## config.mk

```make
export PLATFORM = sky130hd
export DESIGN_NAME = ps2_scan_receiver
export DESIGN_NICKNAME = d
export VERILOG_FILES = /design/src/rtl/ps2_scan_receiver.sv
export SDC_FILE = /design/constraint.sdc
export NUM_CORES = 1
export LEC_CHECK = 0
export ABC_CLOCK_PERIOD_IN_PS = 2600
export CAP_MARGIN = 10
export CORE_UTILIZATION = 55
export DETAILED_ROUTE_END_ITERATION = 10
export DONT_BUFFER_PORTS = 1
export PLACE_DENSITY = 0.7
export SETUP_SLACK_MARGIN = 0.2
export SYNTH_ARGS = -nofsm -noshare
export SYNTH_HDL_FRONTEND = slang
export SYNTH_SLANG_ARGS = --single-unit
```

## constraint.sdc

```tcl
create_clock -name clk -period 2.6 [get_ports clk]
set_input_delay 0.13 -clock clk [delete_from_list [all_inputs] [get_ports clk]]
set_output_delay 0.13 -clock clk [all_outputs]
set_load 0.01 [all_outputs]
```

## src/rtl/ps2_scan_receiver.sv

```systemverilog
// ps2_scan_receiver: PS/2 frame deserialiser that emits make codes and drops break sequences; build option PS2_PARITY_CHECK_EN enables the odd-parity check
module ps2_scan_receiver #(
    parameter int SYNC_STAGES    = 2,
    parameter int TIMEOUT_CYCLES = 50000,
    parameter int COUNT_W        = 16
) (
    input  logic       clk,
    input  logic       reset,
    input  logic       keyb_clk,
    input  logic       keyb_data,
    output logic [7:0] scan_code,
    output logic       key_ext,
    output logic       code_valid,
    output logic       frame_err,
    output logic       busy
);
    typedef enum logic [1:0] {S_IDLE, S_DATA, S_PARITY, S_STOP} state_t;
    state_t               r_state, w_state_nx;
    logic [SYNC_STAGES-1:0] r_kclk_sync, r_kdat_sync;
    logic                 r_kclk_d;
    logic [7:0]           r_shift, w_shift_nx;
    logic [2:0]           r_bit_cnt, w_cnt_nx;
    logic                 r_par_ok, w_par_ok_nx;
    logic [COUNT_W-1:0]   r_wd, w_wd_nx;
    logic                 r_break_pend, r_ext_pend;
    logic [7:0]           r_scan_code;
    logic                 r_key_ext, r_code_valid, r_frame_err;
    logic                 w_kclk, w_kdat, w_fall, w_accept, w_err, w_par_calc;
    assign w_kclk     = r_kclk_sync[SYNC_STAGES-1];
    assign w_kdat     = r_kdat_sync[SYNC_STAGES-1];
    assign w_fall     = r_kclk_d & ~w_kclk;
`ifdef PS2_PARITY_CHECK_EN
    assign w_par_calc = ^{r_shift, w_kdat};
`else
    assign w_par_calc = 1'b1;
`endif
    assign scan_code  = r_scan_code;
    assign key_ext    = r_key_ext;
    assign code_valid = r_code_valid;
    assign frame_err  = r_frame_err;
    assign busy       = r_state != S_IDLE;
    // synchronise the keyboard lines (idle high) and keep the previous clock level for fall detection
    always_ff @(posedge clk or posedge reset) begin
        if (reset) begin
            r_kclk_sync <= '1;
            r_kdat_sync <= '1;
            r_kclk_d    <= 1'b1;
        end else begin
            r_kclk_sync <= {r_kclk_sync[SYNC_STAGES-2:0], keyb_clk};
            r_kdat_sync <= {r_kdat_sync[SYNC_STAGES-2:0], keyb_data};
            r_kclk_d    <= w_kclk;
        end
    end
    // frame FSM next state: advances on a keyboard clock fall, watchdog expiry aborts a partial frame
    always_comb begin
        w_state_nx  = r_state;
        w_shift_nx  = r_shift;
        w_cnt_nx    = r_bit_cnt;
        w_par_ok_nx = r_par_ok;
        w_wd_nx     = (r_state == S_IDLE || w_fall) ? '0 : r_wd + COUNT_W'(1);
        w_accept    = 1'b0;
        w_err       = 1'b0;
        if (r_state != S_IDLE && r_wd == COUNT_W'(TIMEOUT_CYCLES - 1)) begin
            w_err      = 1'b1;
            w_state_nx = S_IDLE;
        end else if (w_fall) begin
            case (r_state)
                S_IDLE: begin
                    w_state_nx = w_kdat ? S_IDLE : S_DATA;
                    w_cnt_nx   = 3'd0;
                end
                S_DATA: begin
                    w_shift_nx = {w_kdat, r_shift[7:1]};
                    w_cnt_nx   = r_bit_cnt + 3'd1;
                    w_state_nx = (r_bit_cnt == 3'd7) ? S_PARITY : S_DATA;
                end
                S_PARITY: begin
                    w_par_ok_nx = w_par_calc;
                    w_state_nx  = S_STOP;
                end
                default: begin
                    w_state_nx = S_IDLE;
                    w_accept   = w_kdat & r_par_ok;
                    w_err      = ~(w_kdat & r_par_ok);
                end
            endcase
        end
    end
    // frame FSM state and datapath registers
    always_ff @(posedge clk or posedge reset) begin
        if (reset) begin
            r_state   <= S_IDLE;
            r_shift   <= '0;
            r_bit_cnt <= '0;
            r_par_ok  <= 1'b0;
            r_wd      <= '0;
        end else begin
            r_state   <= w_state_nx;
            r_shift   <= w_shift_nx;
            r_bit_cnt <= w_cnt_nx;
            r_par_ok  <= w_par_ok_nx;
            r_wd      <= w_wd_nx;
        end
    end
    // accepted-code handling: E0/F0 prefixes, break consumption and the output pulses
    always_ff @(posedge clk or posedge reset) begin
        if (reset) begin
            r_scan_code  <= 8'h00;
            r_key_ext    <= 1'b0;
            r_code_valid <= 1'b0;
            r_frame_err  <= 1'b0;
            r_break_pend <= 1'b0;
            r_ext_pend   <= 1'b0;
        end else begin
            r_code_valid <= 1'b0;
            r_frame_err  <= w_err;
            if (w_err) begin
                r_break_pend <= 1'b0;
                r_ext_pend   <= 1'b0;
            end else if (w_accept) begin
                if (r_shift == 8'hE0) begin
                    r_ext_pend <= 1'b1;
                end else if (r_shift == 8'hF0) begin
                    r_break_pend <= 1'b1;
                end else if (r_break_pend) begin
                    r_break_pend <= 1'b0;
                    r_ext_pend   <= 1'b0;
                end else begin
                    r_scan_code  <= r_shift;
                    r_key_ext    <= r_ext_pend;
                    r_code_valid <= 1'b1;
                    r_ext_pend   <= 1'b0;
                end
            end
        end
    end
endmodule

```

# Word-level counts from Yosys, hierarchy flattened
# Cells that the tools add are included.
totals:
  register_bits: 48
  inputBits: 4
  wordCells: 73
classes:
  n_addsub: 2
  eq_ne: 8
  n_mux: 26
  bitwise_logic: 9
  reduce_logical: 14
op_table:
  columns: ["operator", "count"]
  rows:
  - ["2-to-1 mux 1 bit", 20]
  - ["adder 16 x 1 -> 16 bit, second input constant", 1]
  - ["== test 16 bit, second input constant", 1]
  - ["== test 8 bit, second input constant", 2]
  - ["2-to-1 mux 16 bit", 1]
  - ["AND reduction 3 bit", 3]
  - ["nonzero test 2 bit", 4]
  - ["inverter 1 bit", 7]
  - ["2-to-1 mux 2 bit", 3]
  - ["case mux 2 bit (3 select lines)", 1]
  - ["case mux 3 bit (2 select lines)", 1]
  - ["AND reduction 5 bit", 1]
  - ["AND reduction 2 bit", 2]
  - ["adder 3 x 1 -> 3 bit, second input constant", 1]
  - ["== test 3 bit, second input constant", 1]
  - ["!= test 3 bit, second input constant", 1]
  - ["OR reduction 3 bit", 1]
  - ["AND 1 bit", 2]
  - ["== test 2 x 1 -> 1 bit, second input constant", 1]
  - ["== test 2 bit, second input constant", 1]
  - ["logical NOT 2 bit", 1]
  - ["!= test 2 bit, second input constant", 1]
  - ["logical AND 1 bit", 1]
  - ["logical OR 1 bit", 1]

# Depth between registers and ports, before layout
logic_depth:
  word_depth: 7
  ltp_mapped: 6
  mapped_depth_nobuf: 5

# Worst setup path before layout
# No wires, ideal clock.
synth_path:
  path_type: "reg-to-reg"
  startpoint: "reg r_wd[4]"
  endpoint: "reg r_shift[0]"
  setup_time_ns: 0.125
  arrival_time_ns: 2.050
  required_time_ns: 2.475
  setup_slack_ns: 0.426
  stages_incl_launch_ff: 5
  n_path_buf: 0
  synth_period_minus_slack_ns: 2.174
  cell_sequence: "dfrtp_1 or4_1 or4_4 o211ai_2 mux2_2"
synth_via:
  elab_chain_len: 4
synth_lines:
  columns: ["element", "line_no", "rtl"]
  rows:
  - ["from (decl)", "24", "logic [COUNT_W-1:0] r_wd, w_wd_nx;"]
  - ["from (signal assigned)", "102", "r_wd <= w_wd_nx;"]
  - ["== test 16 bit", "63", "if (r_state != S_IDLE && r_wd == COUNT_W'(TIMEOUT_CYCLES - 1)) begin"]
  - ["logical AND 1 bit", "63", null]
  - ["inverter 1 bit (no source line)", null, null]
  - ["AND reduction 3 bit (no source line)", null, null]
  - ["to (signal assigned)", "99", "r_shift <= w_shift_nx;"]
  - ["to (decl)", "21", "logic [7:0] r_shift, w_shift_nx;"]
# Every way passes these cells.
# A chain may end at the register's enable or synchronous reset.

# Worst setup path after layout
layout_path:
  startpoint: "reg r_wd[4]"
  endpoint: "reg r_scan_code[3] (netlist: scan_code[3])"
layout_via:
  elab_chain_len: 5
  elab_cells_between_ends: 6
layout_lines:
  columns: ["element", "line_no", "rtl"]
  rows:
  - ["== test 16 bit *", "63", null]
  - ["logical AND 1 bit *", "63", null]
  - ["2-to-1 mux 1 bit", "63", null]
  - ["inverter 1 bit (no source line)", null, null]
  - ["AND reduction 5 bit (no source line) *", null, null]
  - ["to (signal assigned)", "129", "r_scan_code <= r_shift;"]
  - ["to (decl)", "26", "logic [7:0] r_scan_code;"]
# Mark *: on every way between the ends. The rest lies on a longest branch, timed or not.

==> metrics.md <==
| Metric | Value |
|---|---|
| Status | finished clean |
| Fmax | 433 MHz |
| Hold WC Path Type | reg -> reg |
| Unrepaired setup endpoints after global routing | false |
| Clock-pin slew on the worst setup and hold paths | 80 ps |
| H-tree Lvls | 2 |
| #FFs+latches synth | 48 |
| Logic pwr share | 14.8% |
| Worst Hold Margin | 359 ps |
| CTS tree | done |
| GP Congestion | 0.749 |
| DR WL/cell | 15.7 um |
| Vias post-DR | 1470 |
| Sw frac | 27.1% |
| Global route hottest layer | met2 |
| Crit-path max FO | 10 |
| Final setup viols | 0 |
| Vias in the first global route | 1488 |
| Final min period | 2310 ps |
| Met3 Use GR | 4.93% |
| Worst-Skew Late Latency | 290 ps |
| Layout cells sized above 1 | 20.7% |
| Worst EP arrival | 2480 ps |
| Post-Route WL | 3870 um |
| WP data required | 2780 ps |
| Port bufs | 0 |
| Switching Power | 480 uW |
| RR Endpoint | scan_code[3] |
| Clock share of power | 28.9% |
| # IOs | 16 |
| YS warnings | 0 |
| Largest net degree at the start of global routing | 49 |
| CP Launch Type | register |
| Cell depth of the worst hold path | 0 |
| Core Util, Final | 64.4% |
| CORE AREA | 3720 um^2 |
| Hold_sp | r_kdat_sync[0] |
| Mapped Cells | 188 |
| Post-Syn Area | 2170 um^2 |
| Clock tree buffer depth | 2 |
| Met1 global-route usage | 25.5% |
| Final Hold Viols | 0 |
| Grt ovf | 0 |
| Detailed Routing Iterations Pass 1 | 4 |
| Ratio of final minimum period to clock period | 88.7% |
| Total GRT Usage | 20.7% |
| Nets | 204 |
| Worst setup path category | reg -> reg |
| Layout area overhead | 10.2% |
| Clk sinks | 48 |
| Chip height | 64.9 um |
| Slew @ Worst Pin | 942 ps |
| ANT nets after route | 0 |
| Number of synthesized flops with an enable pin | 0 |
| Worst reg-to-reg path cell count | 5 |
| Async SR Flop Fraction | 100% |
| Peak supply drop | 0.475 mV |
| First-pass GRT wire length | 6630 um |
| Setup TNS | 0 ps |
| P_int | 1.29 mW |
| Rows | 22 |
| Initial Util | 58.5% |
| Initial antenna violation count | 0 |
| R2R Path Start | r_wd[4] |
| Critical Path End Type | register |
| Sequential power share | 56.3% |
| Fillers | 305 |
| 1st-iter DRT viols | 90 |
| Ant diodes | 0 |
| Die X | 64.9 um |
| Vias/cell | 5.98 |
| Pleak | 1.08 nW |
| DRC viols | 0 |
| Slew HR | 37.1% |
| R2R Setup Slk | 290 ps |
| Count of pins over their slew limit | 0 |
| HPWL after DPL | 2670 um |
| Seq/Total Area, Yosys | 55.6% |
| Post-Synthesis Mean Instance Area | 11.6 um^2 |
| Die area | 4210 um^2 |
| Skew final | 4.87 ps |
| Power Density | 740 nW/um^2 |
| Min-Delay Endpoint | r_kdat_sync[1] |
| Ys flop type | dfrtp_1 |
| Synth Net Count | 195 |
| CTS buffer count | 5 |
| Netlist cell types | 42 |
| CTS Root Cell | clkbuf_8 |
| GR met2 Demand/Resource | 34.9% |
| Max-Cap Viols | 0 |
-- power groups by stage --
stage          Clock [mW]  Combinational (mW)  Sequential [mW]
2_1_floorplan           0               0.216            0.966
4_1_cts             0.528               0.267            0.997
3_5_place_dp            0               0.261             1.01
3_3_place_gp            0               0.238             1.00
6_report            0.512               0.262            0.999
5_1_grt             0.552               0.298             1.02
-- cell type report --
class	instances	area (um^2)	share of cell area (%)
timing repair buffer	7	72.6	3.03
clock buffer	6	72.6	3.03
tap	48	60.1	2.51
sequential	48	1210	50.4
clock inverter	2	35.0	1.46
inverter	6	22.5	0.940
multi-input combinational	129	925	38.6
-- per-layer routing --
metal	wire [um]	vias up	part of all wire [%]
met5	0	-	0
met2	1940	27	50
met3	141	9	3.6
met1	1710	733	44
li1	-	701	-
met4	74	0	1.9
-- through the flow --
step	cells	instance area [um^2]	power, mW	setup slack [ps]
3_3_place_gp	231	2210	1.24	255
2_1_floorplan	188	2170	1.18	426
3_5_place_dp	231	2210	1.27	202
6_report	246	2390	1.77	293
5_1_grt	246	2390	1.87	217
4_1_cts	242	2350	1.79	206
-- state kept, by name, indices dropped and copies added, names as in the netlist --
register / count
r_wd: 16
r_shift: 8
scan_code: 8
r_bit_cnt: 3
r_kclk_sync: 2
r_kdat_sync: 2
r_state: 2
code_valid: 1
frame_err: 1
key_ext: 1
r_break_pend: 1
r_ext_pend: 1
r_kclk_d: 1
r_par_ok: 1
-- kinds of logic (layout without fill, tap and decap cells) --
family                     Yosys count  after routing  share of synthesized area (%)
adders and majority gates            3              3                           1.73
AOI/OAI and AO/OA                   27             27                           9.61
DFF                                 48             48                           55.6
and+or+nand+nor                     73             73                           18.4
xor gates and xnor gates             9              9                           3.63
muxes                               17             17                           8.81
buffers and inverters               11             21                           2.30
-- worst max-delay path: stages (launching register included) --
cell,delay [ps]
dfrtp_1,420
or4_1,520
or4_4,510
o2111ai_4,250
buf_12,170
mux2_2,330
-- worst max path at each step --
stage	start	endpoint	slack (ps)	depth (start not counted)
after floorplan	r_wd[4]	r_shift[0]	430	4
after global placement	r_wd[4]	r_shift[3]	260	4
after detailed placement	r_wd[4]	r_shift[5]	200	4
after CTS	r_wd[4]	scan_code[4]	210	4
after global routing	r_wd[0]	scan_code[2]	220	6
final	r_wd[4]	scan_code[3]	290	5
-- placed cells by master (no fill, tap or decap), drive strengths merged, types with 2 or more instances in the layout --
master       netlist  final
dfrtp             43     43
nor2              17     17
mux2              17     17
nand2             15     15
xor2               7      7
nand4              6      6
a21oi              6      6
inv                6      6
clkbuf             3      6
nand3              5      5
dfstp              5      5
or4                5      5
or3                4      4
o31ai              4      4
o21ai              4      4
buf                2      4
nand4b             3      3
nand2b             3      3
and3               3      3
ha                 3      3
dlygate4sd3        0      3
o2111ai            3      3
o211ai             3      3
and2               2      2
xnor2              2      2
o22ai              2      2
nor3               2      2
a221o              2      2
and4               2      2
or2                2      2
a21o               2      2
-- repair_timing --
action                                 in CTS  in global routing
setup endpoints to repair                   2                 13
hold buffers                                3                  0
pin swaps                                   0                  1
buffers inserted                            0                  4
gates resized for setup                     1                  0
endpoints found under the hold margin      45                  0
-- Yosys cell counts, drive strengths merged (4+ instances only) --
library cell  instances  area (um^2)
mux2                 17          191
nand4                 6         37.5
inv                   6         22.5
or4                   5         41.3
a21oi                 6         30.0
nand2                15         56.3
nand3                 5         25.0
dfstp                 5          131
dfrtp                43         1080
or3                   4         25.0
xor2                  7         61.3
o21ai                 4         20.0
o31ai                 4         30.0
nor2                 17         63.8
Power figures use the tool's default switching activity.
